<file path="src/rtl/fifo_rd_packer.sv">
// Show-ahead FIFO read-side packer: pops WIDTH-bit words and emits RATIO-word beats on a valid/ready stream.
// Optional idle-timeout partial flush is enabled by defining FIFO_RD_PACK_FLUSH_TIMEOUT_EN.
module fifo_rd_packer #(
  parameter int WIDTH   = 8,
  parameter int RATIO   = 4,
  parameter int TIMEOUT = 16
) (
  input  logic                       clk,
  input  logic                       rst_n,
  input  logic                       fifo_empty,
  input  logic [WIDTH-1:0]           fifo_dout,
  output logic                       fifo_rd_en,
  output logic                       m_valid,
  input  logic                       m_ready,
  output logic [WIDTH*RATIO-1:0]     m_data,
  output logic [$clog2(RATIO):0]     m_words
);

  localparam int CW = $clog2(RATIO);
  localparam int MW = CW + 1;
  localparam int AW = (RATIO - 1) * WIDTH;
  localparam logic [CW-1:0] LAST = CW'(RATIO - 1);

  if (RATIO < 2 || TIMEOUT < 1) begin : g_bad_param
    $error("fifo_rd_packer: RATIO must be >= 2 and TIMEOUT >= 1");
  end

  logic [AW-1:0]          acc_q, acc_d;
  logic [CW-1:0]          cnt_q, cnt_d;
  logic                   m_valid_q, m_valid_d;
  logic [WIDTH*RATIO-1:0] m_data_q, m_data_d;
  logic [MW-1:0]          m_words_q, m_words_d;
  logic                   slot_free;
  logic                   pop;

`ifdef FIFO_RD_PACK_FLUSH_TIMEOUT_EN
  localparam int IW = $clog2(TIMEOUT + 1);
  logic [IW-1:0] idle_q, idle_d;
`endif

  always_comb begin
    slot_free  = !m_valid_q || m_ready;
    pop        = rst_n && !fifo_empty && (cnt_q != LAST || slot_free);
    fifo_rd_en = pop;

    acc_d     = acc_q;
    cnt_d     = cnt_q;
    m_valid_d = m_valid_q && !m_ready;
    m_data_d  = m_data_q;
    m_words_d = m_words_q;

    if (pop) begin
      if (cnt_q == LAST) begin
        m_data_d  = {fifo_dout, acc_q};
        m_words_d = MW'(RATIO);
        m_valid_d = 1'b1;
        cnt_d     = '0;
        acc_d     = '0;
      end else begin
        acc_d[cnt_q*WIDTH +: WIDTH] = fifo_dout;
        cnt_d = cnt_q + 1'b1;
      end
    end

`ifdef FIFO_RD_PACK_FLUSH_TIMEOUT_EN
    // The idle counter saturates so a flush blocked by backpressure fires on the first free slot.
    idle_d = idle_q;
    if (pop || cnt_q == '0) begin
      idle_d = '0;
    end else begin
      if (idle_q != IW'(TIMEOUT)) idle_d = idle_q + 1'b1;
      if (idle_q >= IW'(TIMEOUT - 1) && slot_free) begin
        m_data_d  = {{WIDTH{1'b0}}, acc_q};
        m_words_d = MW'(cnt_q);
        m_valid_d = 1'b1;
        cnt_d     = '0;
        acc_d     = '0;
        idle_d    = '0;
      end
    end
`endif
  end

  always_ff @(posedge clk or negedge rst_n) begin
    if (!rst_n) begin
      acc_q     <= '0;
      cnt_q     <= '0;
      m_valid_q <= 1'b0;
      m_data_q  <= '0;
      m_words_q <= '0;
    end else begin
      acc_q     <= acc_d;
      cnt_q     <= cnt_d;
      m_valid_q <= m_valid_d;
      m_data_q  <= m_data_d;
      m_words_q <= m_words_d;
    end
  end

`ifdef FIFO_RD_PACK_FLUSH_TIMEOUT_EN
  always_ff @(posedge clk or negedge rst_n) begin
    if (!rst_n) idle_q <= '0;
    else        idle_q <= idle_d;
  end
`endif

  assign m_valid = m_valid_q;
  assign m_data  = m_data_q;
  assign m_words = m_words_q;

endmodule

</file>
<file path="config.mk">
export PLATFORM = sky130hd
export DESIGN_NAME = fifo_rd_packer
export DESIGN_NICKNAME = d
export VERILOG_FILES = /design/src/rtl/fifo_rd_packer.sv
export SDC_FILE = /design/constraint.sdc
export NUM_CORES = 1
export LEC_CHECK = 0
export ABC_AREA = 1
export CAP_MARGIN = 20
export CORE_UTILIZATION = 52
export CTS_CLUSTER_DIAMETER = 50
export CTS_CLUSTER_SIZE = 30
export DETAILED_ROUTE_END_ITERATION = 6
export PLACE_DENSITY = 0.81
export SLEW_MARGIN = 20
export SYNTH_ARGS = -nofsm -noshare
export SYNTH_HDL_FRONTEND = slang
export SYNTH_SLANG_ARGS = --single-unit
</file>
<file path="constraint.sdc">
create_clock -name clk -period 2 [get_ports clk]
set_input_delay 0.2 -clock clk [delete_from_list [all_inputs] [get_ports clk]]
set_output_delay 0.2 -clock clk [all_outputs]
set_load 0.03 [all_outputs]
</file>
# --- After elaboration in Yosys (flattened, before gate mapping) ---
# Index checks and enable logic that the tools add are counted.
totals:
  reg_bits: 60
  inputBits: 12
  output_inout_bits: 37
  wordCells: 25
op_classes:
  addsub: 2
  eq_ne: 2
  shifts: 2
  mux: 5
  n_reduce_logical: 9
ops:
  columns: ["op", "count"]
  rows:
  - ["5-bit negator with 34-bit output", 1]
  - ["8-bit by 34-bit variable shift with 24-bit output, first input constant", 1]
  - ["8-bit by 34-bit variable part select with 24-bit output", 1]
  - ["24-bit bitwise mux", 1]
  - ["24-bit 2-to-1 mux", 1]
  - ["1-bit logical AND", 3]
  - ["1-bit zero test", 3]
  - ["2-bit by 1-bit adder with 2-bit output, second input constant", 1]
  - ["2-bit == test, second input constant", 1]
  - ["1-bit logical OR", 2]
  - ["1-bit 2-to-1 mux", 2]
  - ["2-bit 2-to-1 mux", 1]
  - ["2-bit != test, second input constant", 1]
  - ["2-bit AND reduction", 1]

# --- Depth between registers and ports, before layout ---
# Gate-level depths: netlist of run 1.
depth:
  ltp_word: 5
  depth_mapped: 8
  depth_no_buf: 7

# --- Worst setup path before layout of run 1 ---
# No wires, ideal clock.
synth_timing:
  path_type: "reg2reg"
  start: "reg cnt_q[0]"
  end: "reg acc_q[0]"
  setup_time_ns: 0.067
  t_arrival_ns: 1.310
  required_time_ns: 1.933
  slack_ns: 0.624
  stages_incl_launch_ff: 7
  path_buffers: 0
  synth_period_minus_slack_ns: 1.376
  cell_sequence: "dfrtp_1 inv_1 ha_1 clkinv_1 nand3_1 nand2_1 nand2_1"
synth_via:
  elab_chain_len: 4
  elab_cells_between_ends: 9
  classes_between: "add/sub (1); eq/ne (2); shift (2); mux (2); reduce/logical (2)"
synth_lines:
  columns: ["element", "line_no", "source"]
  rows:
  - ["from (decl)", "29", "logic [CW-1:0] cnt_q, cnt_d;"]
  - ["from (signal assigned)", "93", "cnt_q <= cnt_d;"]
  - ["5-bit negator with 34-bit output", "60", "acc_d[cnt_q*WIDTH +: WIDTH] = fifo_dout;"]
  - ["8-bit by 34-bit variable part select with 24-bit output / 8-bit by 34-bit variable shift with 24-bit output (equally long branches)", "60", null]
  - ["24-bit bitwise mux", "60", null]
  - ["24-bit 2-to-1 mux", "53", "if (cnt_q == LAST) begin"]
  - ["to (signal assigned)", "86", "acc_q <= '0;"]
  - ["to (signal assigned)", "92", "acc_q <= acc_d;"]
  - ["to (decl)", "28", "logic [AW-1:0] acc_q, acc_d;"]
# Parallel ways exist; a longest one is shown, timed or not.
# A chain may end at the register's enable or synchronous reset.

# --- Final worst setup path of run 1 ---
layout_timing:
  start: "reg cnt_q[1]"
  end: "out fifo_rd_en"
layout_via:
  elab_chain_len: 3
layout_lines:
  columns: ["element", "line_no", "source"]
  rows:
  - ["2-bit != test", "43", "pop = rst_n && !fifo_empty && (cnt_q != LAST || slot_free);"]
  - ["1-bit logical OR", "43", null]
  - ["1-bit logical AND", "43", null]
  - ["to (decl)", "12", "output logic fifo_rd_en,"]
# Every way passes these cells.

==> results of run 1 <==
-- worst paths after layout --
path	to	depth (start not counted)	from	slack (ns)
worst max-delay path	fifo_rd_en	5	cnt_q[1]$_DFFE_PN0P_	0.23
worst min-delay path	m_data[25]$_DFFE_PN0P_	2	rst_n	0.06
worst min register to register	m_words[2]$_DFFE_PN0P_	2	m_words[2]$_DFFE_PN0P_	0.46
max in group asynchronous	acc_q[19]$_DFFE_PN0P_	2	rst_n	1.43
min in group clk	acc_q[5]$_DFFE_PN0P_	5	rst_n	0.37
worst max register to register	acc_q[1]$_DFFE_PN0P_	6	cnt_q[1]$_DFFE_PN0P_	0.35
-- worst reg2reg max path, cell delays in order, from the launching register on --
cell,delay [ns]
dfrtp_1,0.42
ha_1,0.29
inv_2,0.10
nand2_1,0.06
nor2_1,0.44
nand4_1,0.18
nand2_1,0.11
-- registers in the layout (all words and copies together) (netlist names) --
signal,cells
cnt_q,2
acc_q,24
m_words,1
m_data,32
m_valid,1
-- through the flow --
step	power [mW]	hold slack, ns	instances	util, %	setup slack [ns]
6_report	4.16	0.0606	414	68.2	0.233
5_1_grt	4.44	0.116	414	68.2	0.122
3_5_place_dp	3.29	0.445	400	65.0	0.418
4_1_cts	4.19	0.0904	414	68.2	0.220
2_1_floorplan	2.72	-0.0956	295	-	0.624
3_3_place_gp	3.24	0.437	400	65.0	0.465
-- placed cells by master, fill, tap and decap left out --
cell type         n
buf_2             1
clkinv_1          1
clkdlybuf4s50_1  44
clkbuf_1          1
conb_1            2
o21ai_0           5
inv_1            47
o21ai_2          14
nand4_1          10
nand3b_1          2
nand2_1          81
clkbuf_8         10
nand3_1          13
nor2_1            5
inv_2             1
ha_1              5
o21ai_1          30
clkinv_2          3
nor2_4            1
buf_4             6
nand3_2           4
o21bai_1          1
dfrtp_1          60
-- per-layer routing --
layer / up-vias / wire length, µm / track usage [%]
li1: 1014 / - / -
met1: 920 / 2360 / 29.3
met2: 38 / 2490 / 33.4
met3: 7 / 200 / 6.17
met4: 0 / 69 / 9.40
met5: - / 0 / 0
-- cells by family after synthesis --
logic type | count (synthesis) | synth area share (%)
simple gates | 116 | 19.3
buf+inv | 62 | 10.6
flops | 60 | 56.2
compound gates | 50 | 11.4
fa+ha+maj | 5 | 2.34
other cells | 1 | 0.140
-- power by group --
group / leakage, nW / switching, mW / internal, mW
Clock: 0.0848 / 0.425 / 0.462
Combinational: 0.653 / 1.01 / 0.584
Sequential: 0.812 / 0.170 / 1.50
Total: 1.55 / 1.61 / 2.55
-- layout make-up --
| cell class | instances | share of cell area (%) |
|---|---|---|
| inverters | 49 | 5.56 |
| flip-flops and latches | 60 | 45.4 |
| clock buffers | 11 | 4.27 |
| repair buffers | 51 | 14.8 |
| multi-input cells | 173 | 27.0 |
| clock inverters | 3 | 0.454 |
| well taps | 67 | 2.53 |
==> results.sh, run 1 <==
export IMPL_clkTransAtPathRegs_ns=0.06
export IMPL_period_needed_ns=1.77
export IMPL_finalHoldViolCount=0
export IMPL_rsz0062_at_grt="no"
export IMPL_dieHeight_um=73.7
export IMPL_cts_tree="built"
export IMPL_finalSetupViolCount=0
export IMPL_num_rows=25
export IMPL_syn_area_um2=2670
export IMPL_yosysWarnings=0
export IMPL_coreArea_um2=4850
export IMPL_drv_slew=0
export IMPL_drtIter0Drc=107
export IMPL_multi_input_area_um2=892
export IMPL_cts_sinks=60
export IMPL_p_leak_nw=1.55
export IMPL_die_w_um=73.7
export IMPL_initial_utilization_pct=55.1
export IMPL_yosys_cell_types_count=22
export IMPL_wl_per_cell_um=12.4
export IMPL_vias=1979
export IMPL_cts_buffer_depth=2
export IMPL_avgSynthCellArea_um2=9.09
export IMPL_synthTopCellsByArea="dfrtp_1 56%, nand2_1 11%, inv_1 6.6%"
export IMPL_clkLatencyLatePin_ns=0.33
export IMPL_synth_top_cell_area_share_pct=56.2
export IMPL_wirelength_um=5120
export IMPL_drt_pass1_iterations=4
export IMPL_hold_path_class="in2async"
export IMPL_fp_dieArea_um2=5430
export IMPL_clock_skew_ns=0.00689
export IMPL_seq_area_frac_synth_pct=56.2
export IMPL_cp_start_kind="register"
export IMPL_synth_flop_cell="dfrtp_1"
export IMPL_synthMostInstantiatedCell="nand2_1"
export IMPL_fin_setup_tns_ns=0
export IMPL_cp_required_ns=1.80
export IMPL_ys_seq_elements=60
export IMPL_place_gp_congestion=0.901
export IMPL_n_fill_cell=401
export IMPL_grt_total_usage_pct=21.9
export IMPL_path_cells="ha_1 > nand3_2 > nand2_1 > inv_1 > buf_4"
export IMPL_fin_area_um2=3310
export IMPL_ios=49
export IMPL_ys_async_sr_fraction_pct=100
export IMPL_cts_made_buffers=9
export IMPL_power_density_nw_per_um2=1260
export IMPL_drv_cap=0
export IMPL_port_buffers=46
export IMPL_final_nets=361
export IMPL_critPathKind="reg2out"
export IMPL_grt_pass1_wl_um=8710
export IMPL_post_cts_resized=0
export IMPL_synthTopCellsByCount="81 x nand2_1, 60 x dfrtp_1, 47 x inv_1, 30 x o21ai_1, 14 x o21ai_2"
export IMPL_vias_per_cell=4.78
export IMPL_crit_path_top_delay_cell="dfrtp_1"
export IMPL_grt_ovfl_total=0
export IMPL_ant_nets=0
export IMPL_synth_largest_area_cell="dfrtp_1"
export IMPL_post_dp_hpwl_um=3520
export IMPL_cts_root_buf="clkbuf_8"
export IMPL_peakVddDrop_mv=0.849
export IMPL_arrival_ns=1.57
export IMPL_max_slew_worst_pin_slew_ns=0.743
export IMPL_grt_pass1_vias=1852
export IMPL_netlist_instances=294
export IMPL_hold_buffers=0
export IMPL_critical_path_top_delay_family="flip-flops"
export IMPL_route_detailed_drc=0
export IMPL_crit_path_max_incr_delay_ns=0.41
export IMPL_syn_to_final_growth_pct=23.8
export IMPL_synth_edf_count=0
export IMPL_path_buf_inv=2
export IMPL_finalCritPeriodShare_pct=88.4
export IMPL_post_cts_buffers=0
export IMPL_end_kind="output port"
export IMPL_grt_max_degree=61
export IMPL_regArea_um2=1500
export IMPL_antenna_found_initial=0
export IMPL_diodes=0
export IMPL_status="finished, final reports clean"
export IMPL_dpl_instance_area_um2=3150
export IMPL_drive_above_1_share_pct=11.5
export IMPL_max_slew_margin_pct=50.4
export IMPL_htreeDepth=3
export IMPL_crit_fanout=5
export IMPL_max_freq_mhz=566
Note: power is estimated with default switching activity, not from simulation.
==> run 2: changes to the inputs <==
--- a/config.mk
+++ b/config.mk
@@ -12,6 +12,7 @@
 export CTS_CLUSTER_SIZE = 30
 export DETAILED_ROUTE_END_ITERATION = 6
 export PLACE_DENSITY = 0.81
+export SETUP_SLACK_MARGIN = 0.4
 export SLEW_MARGIN = 20
 export SYNTH_ARGS = -nofsm -noshare
 export SYNTH_HDL_FRONTEND = slang
==> results.sh, run 2 (same netlist as run 1, synthesis figures left out) <==
export IMPL_cts_root_buf="clkbuf_8"
export IMPL_finalSetupViolCount=0
export IMPL_finalHoldViolCount=0
export IMPL_grt_max_degree=61
export IMPL_cp_start_kind="register"
export IMPL_peakVddDrop_mv=0.872
export IMPL_crit_fanout=2
export IMPL_vias_per_cell=4.85
export IMPL_path_buf_inv=1
export IMPL_die_w_um=73.7
export IMPL_rsz0062_at_grt="no"
export IMPL_route_detailed_drc=0
export IMPL_clock_power_share_pct=21.0
export IMPL_post_dp_hpwl_um=3520
export IMPL_crit_path_max_incr_delay_ns=0.67
export IMPL_clock_skew_ns=0.00579
export IMPL_largest_reg_flops=32
export IMPL_wl_per_cell_um=12.8
export IMPL_period_needed_ns=1.56
export IMPL_grt_pass1_vias=1855
export IMPL_drv_cap=0
export IMPL_crit_path_top_delay_cell="clkdlybuf4s50_1"
export IMPL_mostFrequentLayoutCells="80 x nand2_1, 58 x dfrtp_1, 45 x inv_1, 35 x clkdlybuf4s50_1, 30 x o21ai_1"
export IMPL_initial_utilization_pct=55.1
export IMPL_max_freq_mhz=640
export IMPL_cts_buffer_depth=2
export IMPL_end_kind="output port"
export IMPL_port_buffers=46
export IMPL_htreeDepth=3
export IMPL_final_nets=364
export IMPL_pwr_share_seq_pct=39.8
export IMPL_cts_tree="built"
export IMPL_cts_made_buffers=9
export IMPL_status="finished, final reports clean"
export IMPL_power_density_nw_per_um2=1250
export IMPL_clkLatencyLatePin_ns=0.33
export IMPL_arrival_ns=1.36
export IMPL_vias=2021
export IMPL_grt_total_usage_pct=22.0
export IMPL_dieHeight_um=73.7
export IMPL_p_comb_share_pct=39.2
export IMPL_path_cells="clkdlybuf4s50_1"
export IMPL_hold_path_class="in2async"
export IMPL_dp_cells=400
export IMPL_diodes=0
export IMPL_drv_slew=0
export IMPL_max_slew_worst_pin_slew_ns=0.733
export IMPL_cp_required_ns=1.80
export IMPL_p_sw_mw=1.66
export IMPL_drt_pass1_iterations=4
export IMPL_fin_cells=417
export IMPL_drtIter0Drc=122
export IMPL_switching_share_pct=39.2
export IMPL_drive_above_1_share_pct=15.1
export IMPL_max_slew_margin_pct=51.1
export IMPL_place_gp_congestion=0.901
export IMPL_grt_ovfl_total=0
export IMPL_syn_to_final_growth_pct=27.2
export IMPL_final_common_cell="nand2_1"
export IMPL_wirelength_um=5340
export IMPL_p_int_mw=2.58
export IMPL_num_rows=25
export IMPL_clkTransAtPathRegs_ns=0.06
export IMPL_antenna_found_initial=0
export IMPL_grt_pass1_wl_um=8750
export IMPL_critical_path_top_delay_family="buffers and inverters"
export IMPL_p_leak_nw=1.71
export IMPL_coreArea_um2=4850
export IMPL_critPathKind="reg2out"
export IMPL_finalCritPeriodShare_pct=78.2
export IMPL_fp_dieArea_um2=5430
export IMPL_ios=49
export IMPL_cts_sinks=60
export IMPL_ant_nets=0
export IMPL_fin_util_pct=70.1
export IMPL_fin_setup_tns_ns=0
## run 2: changes by cell type in the layout (fill, tap and decap cells not counted), moves of 4 or more
cell / before / now
clkdlybuf4s50_1: 44 / 35
dlymetal6s2s_1: 0 / 9
nor2_1: 5 / 1
nor2_2: 0 / 4
## run 2: final cells by class
type                       instances  area, µm²
multi-input combinational        173        932
timing repair buffer              54        539
sequential                        60       1500
tap                               67       83.8
inverter                          49        184
clock buffer                      11        141
clock inverter                     3       15.0
fill                             382       1450
## run 2: timing repair
action | CTS | global route
cloned | 0 | 0
setup endpoints to repair | 2 | 31
resized for setup | 4 | 19
hold buffers | 0 | 0
pin swaps | 0 | 1
buffers inserted | 1 | 2
## run 2: metal layers
layer | GRT usage (%) | up-vias | wire length, µm
li1 | - | 1025 | -
met1 | 29.5 | 945 | 2440
met2 | 33.6 | 44 | 2620
met3 | 6.17 | 7 | 215
met4 | 9.40 | 0 | 69
met5 | 0 | - | 0
## run 2: stage by stage
step           instance area (µm²)  total power [mW]  hold slack (ns)  setup slack [ns]
2_1_floorplan                 2680              2.72          -0.0956             0.624
3_3_place_gp                  3150              3.24            0.437             0.465
3_5_place_dp                  3150              3.29            0.445             0.418
4_1_cts                       3330              4.21           0.0904             0.386
5_1_grt                       3400              4.51            0.115             0.400
6_report                      3400              4.24           0.0620             0.436
## run 2: power groups by stage
stage	combinational, mW	clock (mW)	sequential [mW]
global route	1.82	0.961	1.72
global placement	1.56	0	1.68
CTS	1.62	0.908	1.68
floorplan	0.738	0	1.98
detailed placement	1.60	0	1.69
finish	1.66	0.892	1.69
## run 2: path summary, 6_finish.rpt
path / slack (ns) / depth (start not counted) / startpoint / end
min in group clk: 0.34 / 5 / rst_n / acc_q[5]$_DFFE_PN0P_
min: 0.06 / 2 / rst_n / m_data[25]$_DFFE_PN0P_
min reg2reg: 0.46 / 2 / m_words[2]$_DFFE_PN0P_ / m_words[2]$_DFFE_PN0P_
max in group asynchronous: 1.42 / 2 / rst_n / cnt_q[1]$_DFFE_PN0P_
max: 0.44 / 1 / m_data[18]$_DFFE_PN0P_ / m_data[18]
max reg2reg: 0.51 / 7 / cnt_q[1]$_DFFE_PN0P_ / acc_q[17]$_DFFE_PN0P_
==> run 3: changes to the inputs <==
==> constraint.sdc (replaced) <==
create_clock -name clk -period 1.6 [get_ports clk]
set_input_delay 0.16 -clock clk [delete_from_list [all_inputs] [get_ports clk]]
set_output_delay 0.16 -clock clk [all_outputs]
set_load 0.03 [all_outputs]
==> results.sh, run 3 (same netlist as run 1, synthesis figures left out) <==
export IMPL_hold_buffers=1
export IMPL_ios=49
export IMPL_drv_slew=0
export IMPL_vias=2411
export IMPL_dp_cells=403
export IMPL_clkTransAtPathRegs_ns=0.07
export IMPL_initial_utilization_pct=55.1
export IMPL_cp_required_ns=1.44
export IMPL_cts_buffer_depth=2
export IMPL_antenna_found_initial=0
export IMPL_num_rows=25
export IMPL_diodes=0
export IMPL_fin_area_um2=3870
export IMPL_clock_skew_ns=0.00407
export IMPL_route_detailed_drc=0
export IMPL_crit_path_max_incr_delay_ns=0.45
export IMPL_fin_setup_tns_ns=0
export IMPL_path_cells="ha_4 > nand3_4 > nand2_4 > inv_4 > buf_6"
export IMPL_cp_start_kind="register"
export IMPL_dieHeight_um=73.7
export IMPL_largest_reg_flops=32
export IMPL_grt_pass1_wl_um=9610
export IMPL_crit_fanout=3
export IMPL_grt_max_degree=38
export IMPL_r2r_start="cnt_q[0]$_DFFE_PN0P_"
export IMPL_port_buffers=46
export IMPL_grt_total_usage_pct=24.5
export IMPL_end_kind="output port"
export IMPL_dpl_instance_area_um2=3220
export IMPL_cts_sinks=60
export IMPL_finalHoldViolCount=60
export IMPL_ant_nets=0
export IMPL_fp_dieArea_um2=5430
export IMPL_violations="hold timing"
export IMPL_rsz0062_at_grt="yes"
export IMPL_htreeDepth=3
export IMPL_coreArea_um2=4850
export IMPL_hold_slack_ns=-0.379
export IMPL_critPathKind="reg2out"
export IMPL_power_density_nw_per_um2=1720
export IMPL_peakVddDrop_mv=1.10
export IMPL_drv_cap=0
export IMPL_post_dp_hpwl_um=3530
export IMPL_drt_pass1_iterations=7
export IMPL_mostFrequentLayoutCells="71 x nand2_1, 57 x dfrtp_1, 38 x inv_1, 27 x o21ai_1, 27 x clkdlybuf4s15_2"
export IMPL_hold_path_class="in2async"
export IMPL_finalCritPeriodShare_pct=93.1
export IMPL_grt_pass1_vias=2088
export IMPL_cp_startpoint="cnt_q[0]$_DFFE_PN0P_"
export IMPL_cts_made_buffers=9
export IMPL_status="complete, but fails checks"
export IMPL_cts_tree="built"
export IMPL_place_gp_congestion=0.913
export IMPL_p_leak_nw=1.76
export IMPL_finalSetupViolCount=0
export IMPL_vias_per_cell=5.49
export IMPL_clkLatencyLatePin_ns=0.34
export IMPL_period_needed_ns=1.49
export IMPL_die_w_um=73.7
export IMPL_syn_to_final_growth_pct=44.9
export IMPL_grt_ovfl_total=0
export IMPL_max_freq_mhz=672
export IMPL_final_common_cell="nand2_1"
export IMPL_crit_path_top_delay_cell="dfrtp_2"
export IMPL_wirelength_um=7390
export IMPL_arrival_ns=1.33
export IMPL_wl_per_cell_um=16.8
export IMPL_final_nets=384
export IMPL_cts_root_buf="clkbuf_8"
export IMPL_drtIter0Drc=352
export IMPL_fin_cells=439
export IMPL_drive_above_1_share_pct=39.0
run 3: repair_timing:
action	4_1_cts	5_1_grt
endpoints found under the setup margin	93	87
endpoints found under the hold margin	60	23
buffers inserted	5	12
cloned	1	2
pin swaps	1	24
gates resized for setup	119	67
run 3: final cells by class:
type                       instances  area (µm²)
fill                             277         975
multi-input combinational        176        1140
clock inverter                     3        67.6
clock buffer                      13         169
tap                               67        83.8
sequential                        60        1510
timing repair buffer              71         703
inverter                          49         204
run 3: metal layers:
layer,share of wire [%],up-vias,GRT usage (%)
li1,-,1083,-
met1,38,1126,30.3
met2,50,160,39.4
met3,7.6,42,6.86
met4,4.3,0,12.2
met5,0,-,0
run 3: power by group:
part / leakage (nW) / internal [mW] / total, mW / switching, mW
Clock: 0.116 / 1.01 / 1.62 / 0.614
Sequential: 0.808 / 1.88 / 2.12 / 0.238
Combinational: 0.833 / 1.11 / 2.94 / 1.82
Total: 1.76 / 4.00 / 6.68 / 2.68
run 3: stage by stage:
step / setup slack [ns] / total power [mW] / util (%) / hold WS, ns
finish: 0.111 / 6.68 / 79.9 / -0.379
global route: 0.0753 / 6.94 / 79.9 / -0.376
CTS: 0.146 / 5.90 / 74.7 / -0.379
detailed placement: 0.115 / 4.19 / 66.3 / -0.0170
global placement: 0.142 / 4.13 / 66.3 / -0.0152
floorplan: 0.315 / 3.47 / - / -0.136
run 3: path summary, 6_finish.rpt:
kind	cells after the start	slack [ns]	to
max	5	0.11	fifo_rd_en
min	1	-0.38	acc_q[3]$_DFFE_PN0P_
max reg2reg	7	0.14	acc_q[15]$_DFFE_PN0P_
min reg2reg	2	0.47	m_words[2]$_DFFE_PN0P_
max in group asynchronous	2	1.31	m_data[0]$_DFFE_PN0P_
min in group clk	5	0.38	acc_q[0]$_DFFE_PN0P_
run 3: critical path: cells and delay by family (launching register included):
kind                     cells  cell delay, ns
adder cells (fa/ha/maj)      1            0.20
AND/OR/NAND/NOR              2            0.15
buffers and inverters        2            0.18
flip-flops                   1            0.45
